## config.mk

```make
export PLATFORM = sky130hd
export DESIGN_NAME = stack_processor_top
export DESIGN_NICKNAME = d
export VERILOG_FILES = /design/src/rtl/stack_processor_top.sv
export SDC_FILE = /design/constraint.sdc
export NUM_CORES = 1
export LEC_CHECK = 0
export BUFFER_PORTS_ARGS = -buffer_cell sky130_fd_sc_hd__buf_2
export CAP_MARGIN = 30
export CORE_AREA = 2 2 268 270
export CTS_CLUSTER_DIAMETER = 80
export CTS_CLUSTER_SIZE = 24
export DETAILED_ROUTE_END_ITERATION = 16
export DIE_AREA = 0 0 270 272
export GPL_ROUTABILITY_DRIVEN = 1
export PLACE_DENSITY = 0.66
export SLEW_MARGIN = 20
export SYNTH_ARGS = -nofsm -noshare
export SYNTH_HDL_FRONTEND = slang
export SYNTH_MEMORY_MAX_BITS = 65536
export SYNTH_SLANG_ARGS = --single-unit
```

## constraint.sdc

```tcl
create_clock -name CLK -period 10.6 [get_ports CLK]
set_input_delay 0.53 -clock CLK [delete_from_list [all_inputs] [get_ports CLK]]
set_output_delay 0.53 -clock CLK [all_outputs]
set_load 0.02 [all_outputs]
```

## src/rtl/stack_processor_top.sv

```systemverilog
// Minimal stack processor: 256x16 program ROM, 32-bit LIFO data stack, prescaler-paced execution.
// Optional feature macro: STACK_MUL_EN (opcode A = MUL); undefined makes opcode A illegal.
`timescale 1ns/1ps
module stack_processor_top #(
    parameter int    INSTRUCTION_CLOCK_BIT = 22,
    parameter int    STACK_DEPTH           = 16,
    parameter string PROGRAM_FILE          = ""
) (
    input  logic        CLK,
    input  logic        RST_N,
    output logic        LED,
    output logic [31:0] STACK_TOP_ITEM,
    output logic [31:0] STACK_ITEM_COUNT
);
    localparam int            IW   = (STACK_DEPTH > 1) ? $clog2(STACK_DEPTH) : 1;
    localparam int            CW   = IW + 1;
    localparam logic [CW-1:0] FULL = CW'(STACK_DEPTH);

    localparam logic [1:0] ST_RUN   = 2'd0;
    localparam logic [1:0] ST_HALT  = 2'd1;
    localparam logic [1:0] ST_FAULT = 2'd2;

    logic [15:0]   r_rom [256];
    logic [31:0]   r_stack [STACK_DEPTH];
    logic [31:0]   r_presc;
    logic [7:0]    r_pc;
    logic [CW-1:0] r_count;
    logic [31:0]   r_top;
    logic          r_led;
    logic [1:0]    r_state;

    initial begin
        for (int i = 0; i < 256; i++) r_rom[i] = 16'h0000;
        if (PROGRAM_FILE == "") begin
            r_rom[0] = 16'h1003;
            r_rom[1] = 16'h1004;
            r_rom[2] = 16'h3000;
            r_rom[3] = 16'h1001;
            r_rom[4] = 16'h9000;
            r_rom[5] = 16'hF000;
        end
    end

    logic          w_strobe, w_exec;
    logic [15:0]   w_instr;
    logic [3:0]    w_op;
    logic [31:0]   w_imm;
    logic [CW-1:0] w_cm1, w_cm2;
    logic [IW-1:0] w_i_push, w_i_top, w_i_a;
    logic [31:0]   w_a, w_below, w_alu;

    assign w_strobe = &r_presc[INSTRUCTION_CLOCK_BIT:0];
    assign w_exec   = w_strobe && (r_state == ST_RUN);
    assign w_instr  = r_rom[r_pc];
    assign w_op     = w_instr[15:12];
    assign w_imm    = {20'd0, w_instr[11:0]};
    assign w_cm1    = r_count - CW'(1);
    assign w_cm2    = r_count - CW'(2);
    assign w_i_push = r_count[IW-1:0];
    assign w_i_top  = w_cm1[IW-1:0];
    assign w_i_a    = w_cm2[IW-1:0];
    assign w_a      = r_stack[w_i_a];
    // r_top mirrors the top RAM entry, so after a pop the new top is the old second entry.
    assign w_below  = (r_count >= CW'(2)) ? w_a : 32'd0;

    always_comb begin
        w_alu = w_a + r_top;
        case (w_op)
            4'h4:    w_alu = w_a - r_top;
`ifdef STACK_MUL_EN
            4'hA:    w_alu = w_a * r_top;
`endif
            default: w_alu = w_a + r_top;
        endcase
    end

    logic          w_fault, w_halt, w_illegal, w_grow;
    logic [CW-1:0] w_need, w_cnt_nxt;
    logic [7:0]    w_pc_nxt;
    logic [31:0]   w_top_nxt;
    logic          w_led_nxt;
    logic          w_we0, w_we1;
    logic [IW-1:0] w_wa0, w_wa1;
    logic [31:0]   w_wd0, w_wd1;

    always_comb begin
        w_pc_nxt  = r_pc + 8'd1;
        w_cnt_nxt = r_count;
        w_top_nxt = r_top;
        w_led_nxt = r_led;
        w_need    = '0;
        w_grow    = 1'b0;
        w_illegal = 1'b0;
        w_halt    = 1'b0;
        w_we0     = 1'b0;
        w_wa0     = w_i_push;
        w_wd0     = 32'd0;
        w_we1     = 1'b0;
        w_wa1     = w_i_a;
        w_wd1     = 32'd0;
        case (w_op)
            4'h0: ;
            4'h1: begin
                w_grow    = 1'b1;
                w_we0     = 1'b1;
                w_wd0     = w_imm;
                w_cnt_nxt = r_count + CW'(1);
                w_top_nxt = w_imm;
            end
            4'h2: begin
                w_need    = CW'(1);
                w_cnt_nxt = w_cm1;
                w_top_nxt = w_below;
            end
`ifdef STACK_MUL_EN
            4'h3, 4'h4, 4'hA: begin
`else
            4'h3, 4'h4: begin
`endif
                w_need    = CW'(2);
                w_we0     = 1'b1;
                w_wa0     = w_i_a;
                w_wd0     = w_alu;
                w_cnt_nxt = w_cm1;
                w_top_nxt = w_alu;
            end
            4'h5: begin
                w_need    = CW'(1);
                w_grow    = 1'b1;
                w_we0     = 1'b1;
                w_wd0     = r_top;
                w_cnt_nxt = r_count + CW'(1);
            end
            4'h6: begin
                w_need    = CW'(2);
                w_we0     = 1'b1;
                w_wa0     = w_i_top;
                w_wd0     = w_a;
                w_we1     = 1'b1;
                w_wd1     = r_top;
                w_top_nxt = w_a;
            end
            4'h7: w_pc_nxt = w_imm[7:0];
            4'h8: begin
                w_need    = CW'(1);
                w_cnt_nxt = w_cm1;
                w_top_nxt = w_below;
                if (r_top == 32'd0) w_pc_nxt = w_imm[7:0];
            end
            4'h9: begin
                w_need    = CW'(1);
                w_cnt_nxt = w_cm1;
                w_top_nxt = w_below;
                w_led_nxt = r_top[0];
            end
            4'hF: begin
                w_halt   = 1'b1;
                w_pc_nxt = r_pc;
            end
            default: w_illegal = 1'b1;
        endcase
        w_fault = w_illegal || (r_count < w_need) || (w_grow && (r_count == FULL));
    end

    always_ff @(posedge CLK or negedge RST_N) begin
        if (!RST_N) begin
            r_presc <= 32'd0;
            r_pc    <= 8'd0;
            r_count <= '0;
            r_top   <= 32'd0;
            r_led   <= 1'b0;
            r_state <= ST_RUN;
        end else begin
            r_presc <= r_presc + 32'd1;
            if (w_exec) begin
                if (w_fault) begin
                    r_state <= ST_FAULT;
                    r_led   <= 1'b1;
                end else begin
                    r_pc    <= w_pc_nxt;
                    r_count <= w_cnt_nxt;
                    r_top   <= w_top_nxt;
                    r_led   <= w_led_nxt;
                    if (w_halt) r_state <= ST_HALT;
                end
            end
        end
    end

    // Stack RAM carries no reset; only entries below r_count are ever observed.
    always_ff @(posedge CLK) begin
        if (w_exec && !w_fault) begin
            if (w_we0) r_stack[w_wa0] <= w_wd0;
            if (w_we1) r_stack[w_wa1] <= w_wd1;
        end
    end

    assign LED              = r_led;
    assign STACK_TOP_ITEM   = r_top;
    assign STACK_ITEM_COUNT = 32'(r_count);
endmodule

```

; Word-level counts from Yosys, hierarchy flattened
; Memories as Yosys holds them, arrays and structs flattened.
; Cells that the tools add are included.
[word_totals]
regBits = 80
ram_bits = 512
rom_bits = 1792
input_bits = 2
output_inout_bits = 65
n_memories = 2
[mem_list]
columns = name, depth, word_bits, read_ports, rd_ports_with_merged_regs, wr, line
row1 = r_rom, 256, 7, 1, 0, 0, 23  ; logic [15:0] r_rom [256];
row2 = r_stack, 16, 32, 1, 0, 2, 24  ; logic [31:0] r_stack [STACK_DEPTH];
[classes]
add_sub_neg = 7
magnitude_cmp = 2
n_eq_ne = 11
mux = 25
n_bitwise = 2
n_reduce_logical = 27
[op_table]
columns = cell, count
row1 = $pmux W32 S4, 2
row2 = $mux W32, 3
row3 = $add A32 B1 Y32 const B, 1
row4 = $add A32 B32 Y32, 1
row5 = $logic_not A32 Y1, 1
row6 = $sub A32 B32 Y32, 1
row7 = $pmux W8 S3, 1
row8 = $reduce_and A23 Y1, 1
row9 = $eq A4 B3 Y1 const B, 4
row10 = $mux W1, 13
row11 = $eq A4 B4 Y1 const B, 3
row12 = $reduce_or A11 Y1, 1
row13 = $pmux W5 S2, 1
row14 = $reduce_or A5 Y1, 2
row15 = $reduce_and A3 Y1, 3
row16 = $add A8 B1 Y8 const B, 1
row17 = $eq A4 B2 Y1 const B, 2
row18 = $mux W8, 1
row19 = $pmux W4 S2, 1
row20 = $reduce_bool A2 Y1, 3
row21 = $reduce_or A3 Y1, 2
row22 = $add A5 B1 Y5 const B, 1
row23 = $eq A5 B5 Y1 const B, 1
row24 = $ge A5 B2 Y1 const B, 1
row25 = 16 further kinds, 23

; Longest topological paths before layout
; An unclocked memory read counts as a cell.
[depth]
depth_word = 11
ltp_mapped = 24

; Worst setup path before layout
; Ideal clock, no wire load.
[synth_timing]
path_kind = reg-to-reg
from = reg r_count[1]
to = mem r_stack[10][28] (data pin)
setup_ns = 0.278
arrival_ns = 6.515
t_required_ns = 10.322
setup_slack_ns = 3.807
path_stages_with_launch = 22
n_path_buf = 7
period_less_slack_ns = 6.793
path_cell_list = dfrtp_1 -> clkbuf_1 -> clkbuf_1 -> clkbuf_1 -> clkbuf_1 -> inv_1 -> ha_1 -> xor2_1 -> buf_1 -> mux4_2 -> fa_1 -> a211oi_1 -> nor4_1 -> o21ai_0 -> nand3_1 -> a311o_1 -> a31oi_1 -> xor2_1 -> or2_2 -> clkbuf_1 -> clkbuf_1 -> o211ai_1
[synth_rtl]
columns = item, line
row1 = start: declaration, 27  ; logic [CW-1:0] r_count;
row2 = start signal: assignment, 181  ; r_count <= w_cnt_nxt;
row3 = end: declaration, 24

==> results.toml <==
[floorplan]
ios = 67
rows = 98
die_w_um = 270
chipHeight_um = 272
start_util_pct = 44.5
coreArea_um2 = 70800
die_area_um2 = 73400

[job]
drv_cap = 0

[clock_network]
tritoncts = "done"
clock_path_buffers = 3
root_buffer = "clkbuf_16"
cts_buffers = 34
clk_latency_ps = 600
post-cts-setup-buffer-count = 0
clk_pin_slew_ps = 100
h-tree-depth = 2
cts.sink_count = 583

[worst_setup_path]
worst-r2r-cell-count = 14
crit_type = "reg2reg"
startpoint = "r_count[1]"
end_kind = "flip-flop"
start_kind = "flip-flop"
r2r_setup_slack_ps = 3600
slowest_stage = "dfrtp_4"
cp.arrival_ps = 7330
rr_startpoint = "r_count[1]"
crit_family = "compound AO/OA/AOI/OAI gates"
cpMostUsedCell = "ha_1"
crit_fanout = 53
crit_chain = "inv_1, ha_1, xor2_4, buf_4, mux4_2, ha_1, nand4_1, a211oi_1, o21ai_0, a2111oi_0, o41ai_1, xnor2_1, o22a_1, a21oi_1"
max_stage_delay_ps = 1000
critPathBufInv = 2
r2r-end = "r_stack[7][29]"
crit_required_ps = 10930

[placement]
placed_area_um2 = 32400
hpwl_um = 60800
gp_congestion = 0.929
io_buffers = 39

[grt]
grt_max_degree = 86
grt_pass1_vias = 22896
grt_overflow_total = 0
grt.total_usage_pct = 26.5
grtUsageMet1_pct = 35.9
grt-busiest-layer = "met2"
antenna_found_initial = 0
gr-usage-met2_pct = 41.3
grt_pass1_wl_um = 146000
met3_usage_pct = 5.68

[logic_synthesis]
ys_types = 67
syn_inst = 2896
ys_top_cells_by_count = "nor2_1, edfxtp_1, a21oi_1"
yosysTopAreaCell = "edfxtp_1"
synth.avg_cell_area_um2 = 10.9
netlist.area_leader.share_pct = 48.9
ys_seq_elements = 583
syn_area_um2 = 31500
synth_seq_area_share_pct = 54.5
ys_warn_count = 0
synth.area.top_cells = "edfxtp_1, mux4_2, a21oi_1"
synth_most_common_cell = "nor2_1"
synth_ff_type = "edfxtp_1"
synth_edf_count = 512
synthArstFlopShare_pct = 12.2

[sta]
hold_slack_ps = 372
clock_skew_ps = 26.0
period_share_pct = 66.0
period_minus_slack_ps = 7000
slew_violations = 0
worst_pin_slew_ps = 1090
relSlewSlack_pct = 27.4
finalHoldViolations = 0
finalSetupTns_ps = 0
setup_viol = 0
rsz0062_at_grt = "false"
clock.fmax_ghz = 0.143

[pwr]
p_leak_uw = 0.0106
powerDensity_nw_per_um2 = 119
power_uw = 4020
peakVddDrop_mv = 0.0927

[route]
dr.first_iter.drc_count = 3325
drc = 0
vias = 23873
first_pass_iters = 6
routed_wl_um = 98600
avgRoutedWirePerCell_um = 26.3
drtAntennaViolNets = 0
viasPerCell = 6.36

[finish]
fin_area_um2 = 33700
final_nets = 2827
fin_util_pct = 47.7
areaGrowthSynthToFinish_pct = 7.24
n_antenna_cell = 0
drive_gt1_share_pct = 13.0

[run_status]
outcome = "complete, no violations"

[min_path]
min_path_type = "in2async"
==> worst register-to-register path, delay by kind of cell (launching register included) <==
kind	cells	cell delay, ps
DFF	1	1000
muxes	1	620
buffers and inverters	2	810
AOI/OAI and AO/OA	6	2480
adders and majority gates	2	820
and+or+nand+nor	1	230
xor gates and xnor gates	2	790
==> sequential cells by signal, summed over array words and instances, names as in the netlist <==
register / cells
r_stack: 512
STACK_TOP_ITEM: 32
r_presc: 23
r_pc: 8
r_count: 5
r_state: 2
LED: 1
==> placed cells by master (no fill, tap or decap), types with 8 or more instances in the layout <==
master / count
a31oi_1: 9
nor3_1: 25
xnor2_1: 46
nor4_1: 12
nor2_1: 515
a21o_1: 16
nand2_1: 268
mux4_2: 153
dfrtp_1: 69
clkbuf_1: 9
inv_1: 33
o211ai_1: 35
a21oi_2: 11
and2_2: 11
o21bai_1: 12
ha_1: 45
o21ai_0: 120
edfxtp_1: 512
a21oi_1: 470
o21ai_4: 17
a211oi_1: 8
and3_1: 14
buf_2: 38
nand3_1: 43
conb_1: 27
a22oi_1: 9
buf_4: 49
xor2_1: 45
nand4_1: 12
clkbuf_16: 38
and2_1: 23
==> cell type report <==
class | instances | area [um2]
fill | 6341 | 37000
sequential | 583 | 17200
multi-input combinational | 2027 | 13300
tap | 950 | 1190
clock buffer | 48 | 998
timing repair buffer | 99 | 761
clock inverter | 12 | 163
inverter | 33 | 124
==> through the flow <==
| step | worst slack [ps] | std cells |
|---|---|---|
| 6_report | 3600 | 3752 |
| 5_1_grt | 3300 | 3752 |
| 4_1_cts | 3710 | 3741 |
| 3_5_place_dp | 3740 | 3681 |
| 3_3_place_gp | 3670 | 3673 |
| 2_1_floorplan | 3810 | 2922 |
==> cell families after synthesis <==
group,Yosys count,share of synthesized area (%)
xor gates and xnor gates,93,2.61
buffers and inverters,312,4.17
and+or+nand+nor,959,12.7
DFF,583,54.5
muxes,155,11.0
AOI/OAI and AO/OA,746,13.1
other,1,0.0119
adders and majority gates,47,1.89
==> what timing repair did <==
action,in CTS,in global routing
hold buffers,0,1
gates resized for setup,0,0
endpoints found under the hold margin,0,24
==> where the power goes <==
| part | internal, uW | total [uW] | switching, uW | leakage, uW |
|---|---|---|---|---|
| Combinational | 1.54 | 16.1 | 14.6 | 0.00540 |
| Clock | 713 | 1540 | 827 | 0.000562 |
| Sequential | 2460 | 2460 | 0 | 0.00466 |
==> how the worst max path moves through the flow <==
| stage | to | cells after the start |
|---|---|---|
| 6_report | r_stack[7][29] | 14 |
| 4_1_cts | r_stack[15][30] | 18 |
| 3_5_place_dp | r_stack[2][29] | 14 |
| 2_1_floorplan | r_stack[10][28] | 21 |
| 3_3_place_gp | r_stack[2][24] | 18 |
| 5_1_grt | r_stack[2][30] | 18 |
==> routing by layer <==
layer  up-vias  share of wire, %
met3       254                12
met1     11751                38
met2      1617                46
met4         0               4.1
li1      10251                 -
met5         -                 0
(Power assumes the default switching activity.)
